## config.mk

```make
export PLATFORM = sky130hd
export DESIGN_NAME = act_share_arbiter
export DESIGN_NICKNAME = d
export VERILOG_FILES = /design/src/rtl/act_share_arbiter.sv
export SDC_FILE = /design/constraint.sdc
export NUM_CORES = 1
export LEC_CHECK = 0
export CELL_PAD_IN_SITES_DETAIL_PLACEMENT = 0
export CELL_PAD_IN_SITES_GLOBAL_PLACEMENT = 1
export CORE_MARGIN = 5
export CORE_UTILIZATION = 30
export DETAILED_ROUTE_END_ITERATION = 12
export DONT_BUFFER_PORTS = 1
export PLACE_DENSITY = 0.56
export SKIP_CTS_REPAIR_TIMING = 1
export SYNTH_ARGS = -nofsm -noshare
export SYNTH_HDL_FRONTEND = slang
export SYNTH_SLANG_ARGS = --single-unit
```

## constraint.sdc

```tcl
create_clock -name iClk -period 3.2 [get_ports iClk]
set_input_delay 0.48 -clock iClk [delete_from_list [all_inputs] [get_ports iClk]]
set_output_delay 0.48 -clock iClk [all_outputs]
set_load 0.03 [all_outputs]
```

## src/rtl/act_share_arbiter.sv

```systemverilog
// -----------------------------------------------------------------------------
// act_share_arbiter
//
// Round-robin controller that time-shares one activation-function unit
// (data/dataOut/enable/rdy handshake) between NUM_REQ producer lanes.
// One operation is in flight at a time: IDLE grants a lane and latches its
// operand, ISSUE strobes the unit, WAIT holds until the unit answers,
// RESP returns the result to the granted lane.
//
// Parameters
//   WIDTH    operand/result width (signed two's complement)
//   NUM_REQ  number of requesting lanes, 2..8
//   TIMEOUT  WAIT cycles before an operation is aborted (timeout build only)
//
// Ports
//   iClk, iRst    clock, asynchronous active-low reset
//   req           per-lane request, level-held until gnt
//   reqData       per-lane operands, lane k at [k*WIDTH +: WIDTH]
//   gnt           one-hot grant pulse (operand latched in that cycle)
//   rspValid      one-hot response pulse for the served lane
//   rspData       result, zero whenever rspValid is zero
//   rspErr        response was produced by a timeout
//   busy          high in every state except IDLE
//   actData       operand to the shared unit
//   actEnable     one-cycle issue strobe to the shared unit
//   actDataOut    result from the shared unit
//   actRdy        result-valid from the shared unit
//
// Build option
//   ACT_SHARE_TIMEOUT_EN  when defined, WAIT is bounded by TIMEOUT cycles and
//                         an expired operation returns rspData=0, rspErr=1.
//                         When undefined, WAIT is unbounded and rspErr is 0.
// -----------------------------------------------------------------------------
module act_share_arbiter #(
    parameter int WIDTH   = 8,
    parameter int NUM_REQ = 4,
    parameter int TIMEOUT = 15
) (
    input  logic                       iClk,
    input  logic                       iRst,
    input  logic [NUM_REQ-1:0]         req,
    input  logic [NUM_REQ*WIDTH-1:0]   reqData,
    output logic [NUM_REQ-1:0]         gnt,
    output logic [NUM_REQ-1:0]         rspValid,
    output logic [WIDTH-1:0]           rspData,
    output logic                       rspErr,
    output logic                       busy,
    output logic [WIDTH-1:0]           actData,
    output logic                       actEnable,
    input  logic [WIDTH-1:0]           actDataOut,
    input  logic                       actRdy
);

    localparam int PW = (NUM_REQ > 1) ? $clog2(NUM_REQ) : 1;
    localparam int SW = PW + 1;

    // Reject unsupported configurations at elaboration time.
    if (NUM_REQ < 2 || NUM_REQ > 8 || TIMEOUT < 1) begin : g_bad_params
        $error("act_share_arbiter: NUM_REQ must be 2..8 and TIMEOUT >= 1");
    end

    typedef enum logic [1:0] {
        S_IDLE,
        S_ISSUE,
        S_WAIT,
        S_RESP
    } state_e;

    state_e               state_q;
    logic [PW-1:0]        ptr_q;
    logic [PW-1:0]        tag_q;
    logic [WIDTH-1:0]     op_q;
    logic [WIDTH-1:0]     rsp_data_q;
    logic [NUM_REQ-1:0]   rsp_valid_q;
    logic                 act_en_q;
    logic                 busy_q;

`ifdef ACT_SHARE_TIMEOUT_EN
    localparam int CW = $clog2(TIMEOUT + 1);
    logic [CW-1:0]        wait_cnt_q;
    logic                 rsp_err_q;
`endif

    // Operand lanes as an array so the winner can index them directly.
    logic [WIDTH-1:0] lane_data [NUM_REQ];

    for (genvar gi = 0; gi < NUM_REQ; gi++) begin : g_lane
        assign lane_data[gi] = reqData[gi*WIDTH +: WIDTH];
    end

    // Rotate the request vector so bit 0 is the lane at ptr; the first set
    // bit of the rotated vector is then the round-robin winner's offset.
    logic [2*NUM_REQ-1:0] req_dbl;
    logic [NUM_REQ-1:0]   req_rot;

    assign req_dbl = {req, req};
    assign req_rot = NUM_REQ'(req_dbl >> ptr_q);

    logic          win_vld_d;
    logic [PW-1:0] win_off_d;

    always_comb begin
        win_vld_d = 1'b0;
        win_off_d = '0;
        // Descending scan: the lowest set offset is written last and wins.
        for (int i = NUM_REQ - 1; i >= 0; i--) begin
            if (req_rot[i]) begin
                win_vld_d = 1'b1;
                win_off_d = PW'(i);
            end
        end
    end

    // Winner lane = (ptr + offset) mod NUM_REQ, done with one conditional
    // subtract so non-power-of-two lane counts wrap correctly.
    logic [SW-1:0] win_sum_d;
    logic [PW-1:0] win_idx_d;
    logic [PW-1:0] ptr_d;

    assign win_sum_d = {1'b0, ptr_q} + {1'b0, win_off_d};
    assign win_idx_d = (win_sum_d >= SW'(NUM_REQ)) ? PW'(win_sum_d - SW'(NUM_REQ))
                                                   : PW'(win_sum_d);

    // The lane just served drops to lowest priority.
    assign ptr_d = (tag_q == PW'(NUM_REQ - 1)) ? '0 : tag_q + 1'b1;

    // Grant is combinational so the operand is captured in the grant cycle;
    // it is gated by reset so it reads 0 while reset is asserted.
    assign gnt = (state_q == S_IDLE && win_vld_d && iRst)
               ? (NUM_REQ'(1) << win_idx_d) : '0;

    always_ff @(posedge iClk or negedge iRst) begin
        if (!iRst) begin
            state_q     <= S_IDLE;
            ptr_q       <= '0;
            tag_q       <= '0;
            op_q        <= '0;
            rsp_data_q  <= '0;
            rsp_valid_q <= '0;
            act_en_q    <= 1'b0;
            busy_q      <= 1'b0;
`ifdef ACT_SHARE_TIMEOUT_EN
            wait_cnt_q  <= '0;
            rsp_err_q   <= 1'b0;
`endif
        end else begin
            case (state_q)
                S_IDLE: begin
                    if (win_vld_d) begin
                        op_q     <= lane_data[win_idx_d];
                        tag_q    <= win_idx_d;
                        act_en_q <= 1'b1;
                        busy_q   <= 1'b1;
                        state_q  <= S_ISSUE;
                    end
                end
                S_ISSUE: begin
                    act_en_q <= 1'b0;
`ifdef ACT_SHARE_TIMEOUT_EN
                    wait_cnt_q <= '0;
`endif
                    state_q  <= S_WAIT;
                end
                S_WAIT: begin
                    // actRdy in the final counted cycle still wins over timeout.
                    if (actRdy) begin
                        rsp_data_q  <= actDataOut;
                        rsp_valid_q <= NUM_REQ'(1) << tag_q;
`ifdef ACT_SHARE_TIMEOUT_EN
                        rsp_err_q   <= 1'b0;
`endif
                        state_q     <= S_RESP;
                    end
`ifdef ACT_SHARE_TIMEOUT_EN
                    else if (wait_cnt_q == CW'(TIMEOUT - 1)) begin
                        rsp_data_q  <= '0;
                        rsp_valid_q <= NUM_REQ'(1) << tag_q;
                        rsp_err_q   <= 1'b1;
                        state_q     <= S_RESP;
                    end else begin
                        wait_cnt_q  <= wait_cnt_q + 1'b1;
                    end
`endif
                end
                S_RESP: begin
                    rsp_valid_q <= '0;
                    rsp_data_q  <= '0;
`ifdef ACT_SHARE_TIMEOUT_EN
                    rsp_err_q   <= 1'b0;
`endif
                    busy_q      <= 1'b0;
                    ptr_q       <= ptr_d;
                    state_q     <= S_IDLE;
                end
                default: begin
                    state_q <= S_IDLE;
                end
            endcase
        end
    end

    assign rspValid  = rsp_valid_q;
    assign rspData   = rsp_data_q;
    assign busy      = busy_q;
    assign actEnable = act_en_q;
    assign actData   = op_q;

`ifdef ACT_SHARE_TIMEOUT_EN
    assign rspErr = rsp_err_q;
`else
    assign rspErr = 1'b0;
`endif

endmodule

```

==> out/metrics.csv <==
metric,value,unit
clock_path_buffers,2,
ctsHtreeMaxLevel,1,
vias,1337,
synthCells,195,
fill_cells,652,
maxCapViolCount,0,
period_share,0.936,
synthTopCellsByArea,"dfrtp_1 (37%), mux2i_1 (9.0%), ha_1 (7.3%), o311ai_4 (6.9%), o21ai_0 (6.1%)",
netlist_area,1890,um^2
end_kind,output port,
crit_path_cell_trace,o21ai_1 > a21oi_1 > o31a_1 > ha_1 > xnor2_2 > and4_4 > or2_4 > nor3_1 > buf_4,
synth_top_cell_area_share,0.371,
syn_area_per_cell,9.70,um^2
gp_congestion,0.792,
initial_core_util,0.303,
rsz0062_at_grt,false,
synth-edff-count,0,
min_period,3.00,ns
yosys-top-cells-count,"dfrtp_1 (28), nand2_1 (28), o21ai_0 (23)",
post-route-drc-count,0,
powerDensity,1260,nW/um^2
post-route-util,0.338,
clkTransAtPathRegs,0.10,ns
slew_headroom,0.660,
fmax,0.334,GHz
via_per_inst,4.83,
critPathRequiredTime,2.72,ns
fp-row-count,29,
fp.coreArea,6240,um^2
hold_violations,0,
timing.final.max_slew_violations,0,
arrival,2.52,ns
path_delay_family,simple AND/OR/NAND/NOR gates,
worstMarginPinSlew,0.510,ns
cts_sinks,28,
syn_nets,253,
grtUsageTotal,0.105,
io_pins,74,
hold_slack,0.00404,ns
finalSetupViolCount,0,
cp_slowest_cell,dfrtp_2,
clockRootBuffer,clkbuf_8,
io_buffers,0,
status,"finished, final reports clean",
cts_tree,built,
dieArea,7990,um^2
synthArstFlopShare,1.00,
critPathLaunchType,flip-flop,
grt_max_degree,31,
yosysSeqAreaShare,0.371,
antenna_left,0,
cts_made_buffers,3,
peakVddDrop,0.547,mV
drt_pass1_iterations,4,
hold_path.class,in -> async,
dpl_cell_area,1970,um^2
grt_pass1_vias,1302,
finalPower,2.65,mW
ys_warn_count,0,
area_growth,11.6,%
critPathMaxStageDelay,0.48,ns
nNetsFinal,259,
path_buf_inv,1,
ys_seq_elements,28,
die_h,89.4,um
clk-insertion-delay-late,0.28,ns
grt_first_pass_wirelength,6570,um
criticalPathCategory,reg -> out,
wl_per_cell,15.5,um
synth_ff_type,dfrtp_1,
drive_above_1_share,0.165,
dp_hpwl,3180,um
diodes,0,
synth_top_area_cell,dfrtp_1,
first_iter_violations,57,
worst-path-max-fanout,9,
grt_overflow,0,
yosysUniqueCellTypes,38,
grt_antenna_before_repair,0,
routed_wl,4290,um
postLayoutCellArea,2110,um^2
dieWidth,89.4,um
skew,0.00240,ns
p_leak,0.945,nW
[final cells by class]
type,instances,area [um^2],area share
clock buffer,3,41.3,0.0196
multi-input combinational,148,1110,0.525
timing repair buffer,12,103,0.0486
tap,77,96.3,0.0456
sequential,28,702,0.333
inverter,8,30.0,0.0142
clock inverter,1,30.0,0.0142
[logic make-up after synthesis]
| logic type | after synthesis | synth area share |
|---|---|---|
| simple gates | 71 | 0.193 |
| other cells | 1 | 0.00198 |
| flops | 28 | 0.371 |
| mux | 19 | 0.102 |
| compound gates | 45 | 0.199 |
| fa+ha+maj | 11 | 0.0728 |
| xor+xnor | 1 | 0.00463 |
| buf+inv | 19 | 0.0562 |
[routing by layer]
layer	vias to the layer above	wire length [um]	global-route usage
met2	38	2080	0.170
met3	5	261	0.0249
met4	0	53	0.0406
met5	-	0	0
li1	687	-	-
met1	607	1900	0.136
[sequential cells by signal, summed over array words and instances (netlist names)]
name       count
ptr_q          2
busy           1
actEnable      1
tag_q          2
state_q        2
rspData        8
rspValid       4
actData        8
[cell usage in the layout (no fill, tap or decap), drive strengths merged]
| cell | instances |
|---|---|
| ha | 11 |
| nand3b | 1 |
| o311ai | 8 |
| buf | 12 |
| mux2i | 17 |
| mux2 | 2 |
| and4 | 1 |
| nand2 | 29 |
| o21ai | 28 |
| conb | 1 |
| bufinv | 1 |
| and2 | 1 |
| inv | 8 |
| or2 | 1 |
| a21oi | 2 |
| clkbuf | 3 |
| and3b | 2 |
| nand3 | 1 |
| dfrtp | 28 |
| o31a | 1 |
| a31oi | 1 |
| o32a | 1 |
| nor2b | 2 |
| nand2b | 12 |
| nor2 | 14 |
| xnor2 | 1 |
| a2bb2oi | 1 |
| o211ai | 3 |
| or4 | 1 |
| nor3b | 4 |
| nor3 | 2 |
[worst register-to-register path: cells and delay by family (launching register included)]
kind,cells,cell delay [ns]
AND/OR/NAND/NOR,2,0.48
adder cells (fa/ha/maj),1,0.22
buffers and inverters,2,0.33
XOR/XNOR,1,0.17
AO/OA/AOI/OAI,4,0.78
flip-flops,1,0.48
[final timing paths]
kind | cells after the start | to | slack (ns) | start
max | 9 | gnt[2] | 0.20 | ptr_q[1]$_DFFE_PN0P_
min | 1 | busy$_DFFE_PN0P_ | 0.004 | iRst
max reg2reg | 10 | actData[3]$_DFFE_PN0P_ | 0.66 | ptr_q[1]$_DFFE_PN0P_
min reg2reg | 2 | tag_q[1]$_DFFE_PN0P_ | 0.58 | tag_q[1]$_DFFE_PN0P_
max in group asynchronous | 1 | ptr_q[1]$_DFFE_PN0P_ | 3.02 | iRst
min in group iClk | 2 | rspData[7]$_DFFE_PN0P_ | 0.34 | actDataOut[7]
[stage by stage]
stage	setup WS (ns)	instances	TNS [ns]
detailed placement	0.318	268	0
floorplan	0.00563	195	0
CTS	-0.0206	272	-0.0206
global placement	0.365	268	0
finish	0.204	277	0
global route	0.0143	277	0
[power by group]
part	switching [mW]	internal (mW)	leakage, nW
sequential	0.406	0.528	0.346
combinational	0.773	0.657	0.563
clock	0.122	0.168	0.0357
total	1.30	1.35	0.945
Power figures use the tool's default switching activity.
